===== src/rtl/gals_pkg.sv =====
// Shared types and defaults for the inter-core GALS event link.
package gals_pkg;

  typedef enum logic [1:0] {
    IDLE   = 2'd0,
    REQ_HI = 2'd1,
    REQ_LO = 2'd2
  } en2req_st_e;

  localparam int SYNC_STG_DEF = 2;

endpackage


===== src/rtl/sync_chain.sv =====
// Reset-able flop chain for bringing an asynchronous level into the clk domain.
module sync_chain #(
  parameter int STG = 2
) (
  input  logic clk,
  input  logic rst,
  input  logic i_d,
  output logic o_q
);

  logic [STG-1:0] r_ff;

  always_ff @(posedge clk) begin
    if (rst) begin
      r_ff <= '0;
    end else begin
      r_ff[0] <= i_d;
      for (int i = 1; i < STG; i++) r_ff[i] <= r_ff[i-1];
    end
  end

  assign o_q = r_ff[STG-1];

endmodule


===== src/rtl/en2req_tx.sv =====
// Enable-pulse to four-phase req/ack transmitter with pending-event replay.
// Optional handshake abort compiled in with EN2REQ_TIMEOUT_EN.
module en2req_tx
  import gals_pkg::*;
#(
  parameter int SYNC_STG = SYNC_STG_DEF,
  parameter int DW_PEND  = 4,
  parameter int TO_CYC   = 1024
) (
  input  logic               clk,
  input  logic               rst,
  input  logic               en,
  input  logic               ack,
  output logic               req,
  output logic               busy,
  output logic               done,
  output logic               ovf,
  output logic [DW_PEND-1:0] pend,
  output logic               timeout
);

  localparam logic [DW_PEND-1:0] PEND_ONE = DW_PEND'(1);

  en2req_st_e         r_st, w_st_nxt;
  logic               w_ack_s;
  logic               w_hs_end;
  logic               w_to_hit;
  logic               w_ovf_nxt;
  logic [DW_PEND-1:0] w_pend_nxt;

  sync_chain #(.STG(SYNC_STG)) u_ack_sync (
    .clk (clk),
    .rst (rst),
    .i_d (ack),
    .o_q (w_ack_s)
  );

`ifdef EN2REQ_TIMEOUT_EN
  localparam int TO_W = $clog2(TO_CYC + 1);
  logic [TO_W-1:0] r_to_cnt;

  // Age of the current handshake phase; restarts on every state change.
  always_ff @(posedge clk) begin
    if (rst || r_st == IDLE || w_st_nxt != r_st) r_to_cnt <= '0;
    else                                         r_to_cnt <= r_to_cnt + TO_W'(1);
  end

  assign w_to_hit = (r_st != IDLE) && (r_to_cnt == TO_W'(TO_CYC - 1));
`else
  assign w_to_hit = 1'b0;
`endif

  // State register; all outputs registered from next-cycle values.
  always_ff @(posedge clk) begin
    if (rst) begin
      r_st    <= IDLE;
      req     <= 1'b0;
      busy    <= 1'b0;
      done    <= 1'b0;
      ovf     <= 1'b0;
      pend    <= '0;
      timeout <= 1'b0;
    end else begin
      r_st    <= w_st_nxt;
      req     <= (w_st_nxt == REQ_HI);
      busy    <= (w_st_nxt != IDLE);
      done    <= w_hs_end;
      ovf     <= w_ovf_nxt;
      pend    <= w_pend_nxt;
      timeout <= w_to_hit;
    end
  end

  // Next state
  always_comb begin
    w_st_nxt = r_st;
    w_hs_end = 1'b0;
    unique case (r_st)
      IDLE:   if (en) w_st_nxt = REQ_HI;
      REQ_HI: if (w_ack_s) w_st_nxt = REQ_LO;
      REQ_LO: if (!w_ack_s) begin
        w_hs_end = 1'b1;
        w_st_nxt = (pend != '0 || en) ? REQ_HI : IDLE;
      end
      default: w_st_nxt = IDLE;
    endcase
    if (w_to_hit) begin
      w_st_nxt = IDLE;
      w_hs_end = 1'b0;
    end
  end

  // Pending counter and overflow
  always_comb begin
    w_pend_nxt = pend;
    w_ovf_nxt  = 1'b0;
    if (w_hs_end) begin
      // A replayed event frees one slot; a same-cycle en refills it.
      if (pend != '0 && !en) w_pend_nxt = pend - PEND_ONE;
    end else if (en && r_st != IDLE) begin
      if (&pend) w_ovf_nxt  = 1'b1;
      else       w_pend_nxt = pend + PEND_ONE;
    end
    if (w_to_hit) begin
      w_pend_nxt = '0;
      w_ovf_nxt  = 1'b0;
    end
  end

endmodule

===== config.mk =====
export PLATFORM = sky130hd
export DESIGN_NAME = en2req_tx
export DESIGN_NICKNAME = d
export VERILOG_FILES = /design/src/rtl/gals_pkg.sv /design/src/rtl/sync_chain.sv /design/src/rtl/en2req_tx.sv
export SDC_FILE = /design/constraint.sdc
export NUM_CORES = 1
export LEC_CHECK = 0
export CORE_MARGIN = 2
export CORE_UTILIZATION = 42
export CTS_CLUSTER_DIAMETER = 100
export DETAILED_ROUTE_END_ITERATION = 8
export GPL_ROUTABILITY_DRIVEN = 0
export PLACE_DENSITY = 0.76
export SYNTH_ARGS = -nofsm -noshare
export SYNTH_HDL_FRONTEND = slang
export SYNTH_SLANG_ARGS = --single-unit

===== constraint.sdc =====
create_clock -name clk -period 2 [get_ports clk]
set_input_delay 0.4 -clock clk [delete_from_list [all_inputs] [get_ports clk]]
set_output_delay 0.4 -clock clk [all_outputs]
set_load 0.005 [all_outputs]

======== Word level (Yosys, flattened, before mapping) ========
Cells that the tools add are included.
storage, ports and cells
  flip-flop bits (word level) ............. 12
  input port bits ......................... 4
  output and inout bits ................... 9
  word-level logic and storage cells ...... 39
cells by class
  add/sub/neg operators ................... 2
  eq/ne operators ......................... 5
  mux-type cells .......................... 12
  bitwise logic cells ..................... 1
  reductions and logical operators ........ 12
operators by type and width
  operator               number
  $mux W4                4
  $mux W2                3
  $pmux W2 S3            1
  $reduce_bool A2 Y1     3
  $add A4 B1 Y4 const B  1
  $eq A2 B1 Y1 const B   2
  $mux W1                4
  $reduce_and A4 Y1      1
  $reduce_bool A4 Y1     1
  $sub A4 B1 Y4 const B  1
  $reduce_and A3 Y1      1
  $reduce_or A3 Y1       1
  $eq A2 B2 Y1 const B   1
  $logic_and A1 B1 Y1    2
  $logic_not A2 Y1       1
  $ne A2 B1 Y1 const B   1
  $ne A2 B2 Y1 const B   1
  $logic_not A1 Y1       1
  $logic_or A1 B1 Y1     1
  $not A1 Y1             1

======== Logic depth before layout (Yosys ltp) ========
  depth in word-level cells ............... 6
  depth in mapped cells ................... 7
  mapped depth without buffers ............ 7

======== By module ========
From an unflattened synthesis, not the netlist that was laid out.
unflattened totals
  cells, all modules ...................... 61
  area total of the unflattened synthesis .. 581.8 um^2
modules (own cells, without submodules)
  module      instances  cells an instance  area each (um^2)  sequential area each (um^2)
  en2req_tx   1          57                 529.3             200.2
  sync_chain  1          4                  52.6              40.0

======== Worst setup path before layout ========
OpenSTA, ideal clock, no wires.
  path kind ............................... register to register
  start ................................... register r_st[1]
  end ..................................... register pend[3]
  library setup time ...................... 140 ps
  data arrival time ....................... 1714 ps
  data required time ...................... 1860 ps
  setup slack ............................. 145 ps
  stages on the path, launching flop included .. 8
  path buffers ............................ 0
  period minus slack after synthesis ...... 1855 ps
  cell sequence ........................... dfxtp_1 > or3b_4 > inv_1 > ha_1 > a21oi_1 > a21boi_0 > mux2i_1 > o311ai_0
on the way
  longest elaborated chain between the ends .. 4
  elaborated cells between the ends (all ways) .. 9
  those cells by class .................... eq/ne: 3; mux: 2; reduce/logical: 4
ends and longest elaborated chain
  item                                            line             source
  start, declared                                 en2req_tx.sv:24  en2req_st_e r_st, w_st_nxt;
  start signal, assigned                          en2req_tx.sv:64  r_st <= w_st_nxt;
  $eq A2 B2 Y1 *                                  en2req_tx.sv:78  unique case (r_st)
  $mux W1 *                                       en2req_tx.sv:78
  named net w_hs_end                              en2req_tx.sv:26  logic w_hs_end;
  $ne A2 B1 Y1 (no line) (tied with other cells)  n/a
  $reduce_and A3 Y1 (no line)                     n/a
  end signal, assigned                            en2req_tx.sv:69  pend <= w_pend_nxt;
  end, declared                                   en2req_tx.sv:18  output logic [DW_PEND-1:0] pend,
The timed path passes the listed nets; every way through them passes the cells marked *.
A chain may end at the register's enable or synchronous reset.

======== Worst setup path in the final report ========
  start ................................... register r_st[0]
  end ..................................... register pend[3]
Same word-level chain as after synthesis.

==> impl_metrics.yaml <==
power:
  seqPwrFrac: 0.509
  p_switching_mw: 0.116
  p_int_mw: 0.394
  p_per_area_nw_per_um2: 654
  power_frac_comb: 0.118
  swShare: 0.227
  p_total_mw: 0.510
  p_leak_nw: 0.308
  pwr-share-clk: 0.373
  peakVddDrop_mv: 0.395
grt:
  grt_pass1_vias: 453
  grt_max_degree: 11
  grt_antenna_before_repair: 0
  track_usage: 0.144
  grt_overflow: 0
  grt_pass1_wl_microns: 1910
clock_tree:
  root_buffer: "clkbuf_4"
  clk_latency_ps: 260
  cts_num_sinks: 12
  h-tree-depth: 1
  clk_pin_slew_ps: 80
  cts_setup_buffers: 0
  tritoncts: "built"
  clock_path_buffers: 2
  cts_buffers: 3
drt:
  num_vias: 502
  dr.pass1.iters: 2
  drc_errors: 0
  wire_per_inst_microns: 11.1
  via_per_inst: 5.40
  drtIter0Drc: 3
  ant_nets: 0
  wl_microns: 1030
flow_run:
  cap_violations: 0
worst_setup_path:
  startpoint_type: "flip-flop"
  worstSetupPathType: "reg -> reg"
  cp_max_fo: 6
  crit_path_end_kind: "flip-flop"
  crit_start: "r_st[0]"
  worst-endpoint-arrival_ps: 1970
  r2r-start: "r_st[0]"
  cp.required_ps: 2140
die:
  num_io_pins: 13
  die_height_microns: 41.8
  num_rows: 13
  start_util: 0.455
  die_area_sq_um: 1750
  core_sq_um: 1320
  die_x_microns: 41.8
run_status:
  outcome: "finished clean"
synthesis:
  synth.distinct_cells: 33
  synthCells: 62
  yosys-top-cells-area: "dfxtp_1, ha_1, nor3b_2"
  syn_avg_cell_area_sq_um: 9.67
  synth_area_sq_um: 599
  syn-num-nets: 69
  ys_seq_area_frac: 0.401
  async_flop_share: 0
  yosys.area.top_type: "dfxtp_1"
  yosys_warnings: 0
  synth-seq-cells: 12
  yosysTopAreaCellShare: 0.401
  synth_edf_count: 0
  ys.flop_type: "dfxtp_1"
final_layout:
  mostFrequentLayoutCell: "dfxtp_1"
  layout-drive-gt1-share: 0.179
  n_fill_cell: 120
  antenna_cells: 0
  mostFrequentLayoutCells: "dfxtp_1, clkdlybuf4s50_1, inv_1, o21ai_0"
  fin_area_sq_um: 779
  finish.net_count: 86
  area_growth_pct: 30.1
timing:
  timing.final.hold_violations: 0
  fin_crit_ps: 1830
  finalSetupViolCount: 0
  max_freq_mhz: 546
  rsz0062_at_grt: "no"
  finalSetupTns_ps: 0
  slew_violations: 0
  fin_crit_sh: 0.915
  skew_ps: 0.698
  setup_ws_ps: 169
hold_path:
  hp-start: "u_ack_sync.r_ff[0]"
  min_path_type: "reg -> reg"
place:
  io_buffers: 11
  placed_area_sq_um: 739
  post-dp-hpwl_microns: 787
  dpl_worst_slack_ps: 77.0
-- power by group through the flow --
stage                     Sequential [mW]  Clock [mW]  Combinational (mW)
after CTS                           0.260       0.193              0.0605
after global routing                0.262       0.208              0.0677
after global placement              0.265           0              0.0589
final                               0.259       0.190              0.0602
after floorplan                     0.264           0              0.0337
after detailed placement            0.265           0              0.0603
-- kinds of logic after synthesis --
family	synth area share
adder cells (fa/ha/maj)	0.0752
buffers and inverters	0.0438
XOR/XNOR	0.0292
flip-flops	0.401
AND/OR/NAND/NOR	0.273
other	0.00626
multiplexers	0.0167
AO/OA/AOI/OAI	0.154
-- layer usage --
layer	track usage	routed length, microns	vias up
met4	0.0968	14	0
met1	0.195	483	238
met3	0.0435	35	2
met2	0.194	495	9
li1	-	-	253
met5	0	0	-
-- per-stage QoR --
stage,instances,hold slack (ps),utilization
2_1_floorplan,62,414,-
3_3_place_gp,89,416,0.561
3_5_place_dp,89,437,0.561
4_1_cts,93,453,0.589
5_1_grt,93,479,0.592
6_report,93,453,0.592
-- worst max-delay path, cell delays in order, from the launching register on --
cell      delay (ps)
dfxtp_1          370
or3b_4           420
inv_1             80
ha_1             270
a21oi_2          210
a21boi_0         110
mux2i_1          150
o311ai_1         110
-- flip-flops by register name, indices dropped and copies added, names as in the netlist --
name / count
done: 1
ovf: 1
pend: 4
req: 1
r_st: 2
busy: 1
u_ack_sync.r_ff: 2
-- synthesized netlist by cell type, types with 2 or more instances --
master / instances
nor3b_2: 2
inv_1: 4
a211oi_1: 2
ha_1: 2
dfxtp_1: 12
a21oi_1: 3
nor3_1: 3
o21ai_0: 4
nor2_1: 3
nor2b_1: 2
nand4_1: 2
nand2_1: 2
-- area by class of cell --
| cell class | instances | area, sq um | area share |
|---|---|---|---|
| Clock buffer | 4 | 36.3 | 0.0465 |
| Inverter | 4 | 15.0 | 0.0193 |
| Multi-Input combinational cell | 44 | 337 | 0.432 |
| Sequential cell | 12 | 240 | 0.308 |
| Tap cell | 15 | 18.8 | 0.0241 |
| Timing Repair Buffer | 14 | 133 | 0.170 |
-- what timing repair did --
action / CTS / global route
endpoints found under the hold margin: 0 / 0
gates resized for setup: 0 / 2
setup endpoints to repair: 0 / 1
hold buffers: 0 / 0
-- path summary, 6_finish.rpt --
kind,slack [ps],cells after the start,endpoint
worst max register to register,170,7,pend[3]
worst max-delay path,170,7,pend[3]
worst min register to register,450,1,u_ack_sync.r_ff[1]
worst min-delay path,450,1,u_ack_sync.r_ff[1]
(Power assumes the default switching activity.)
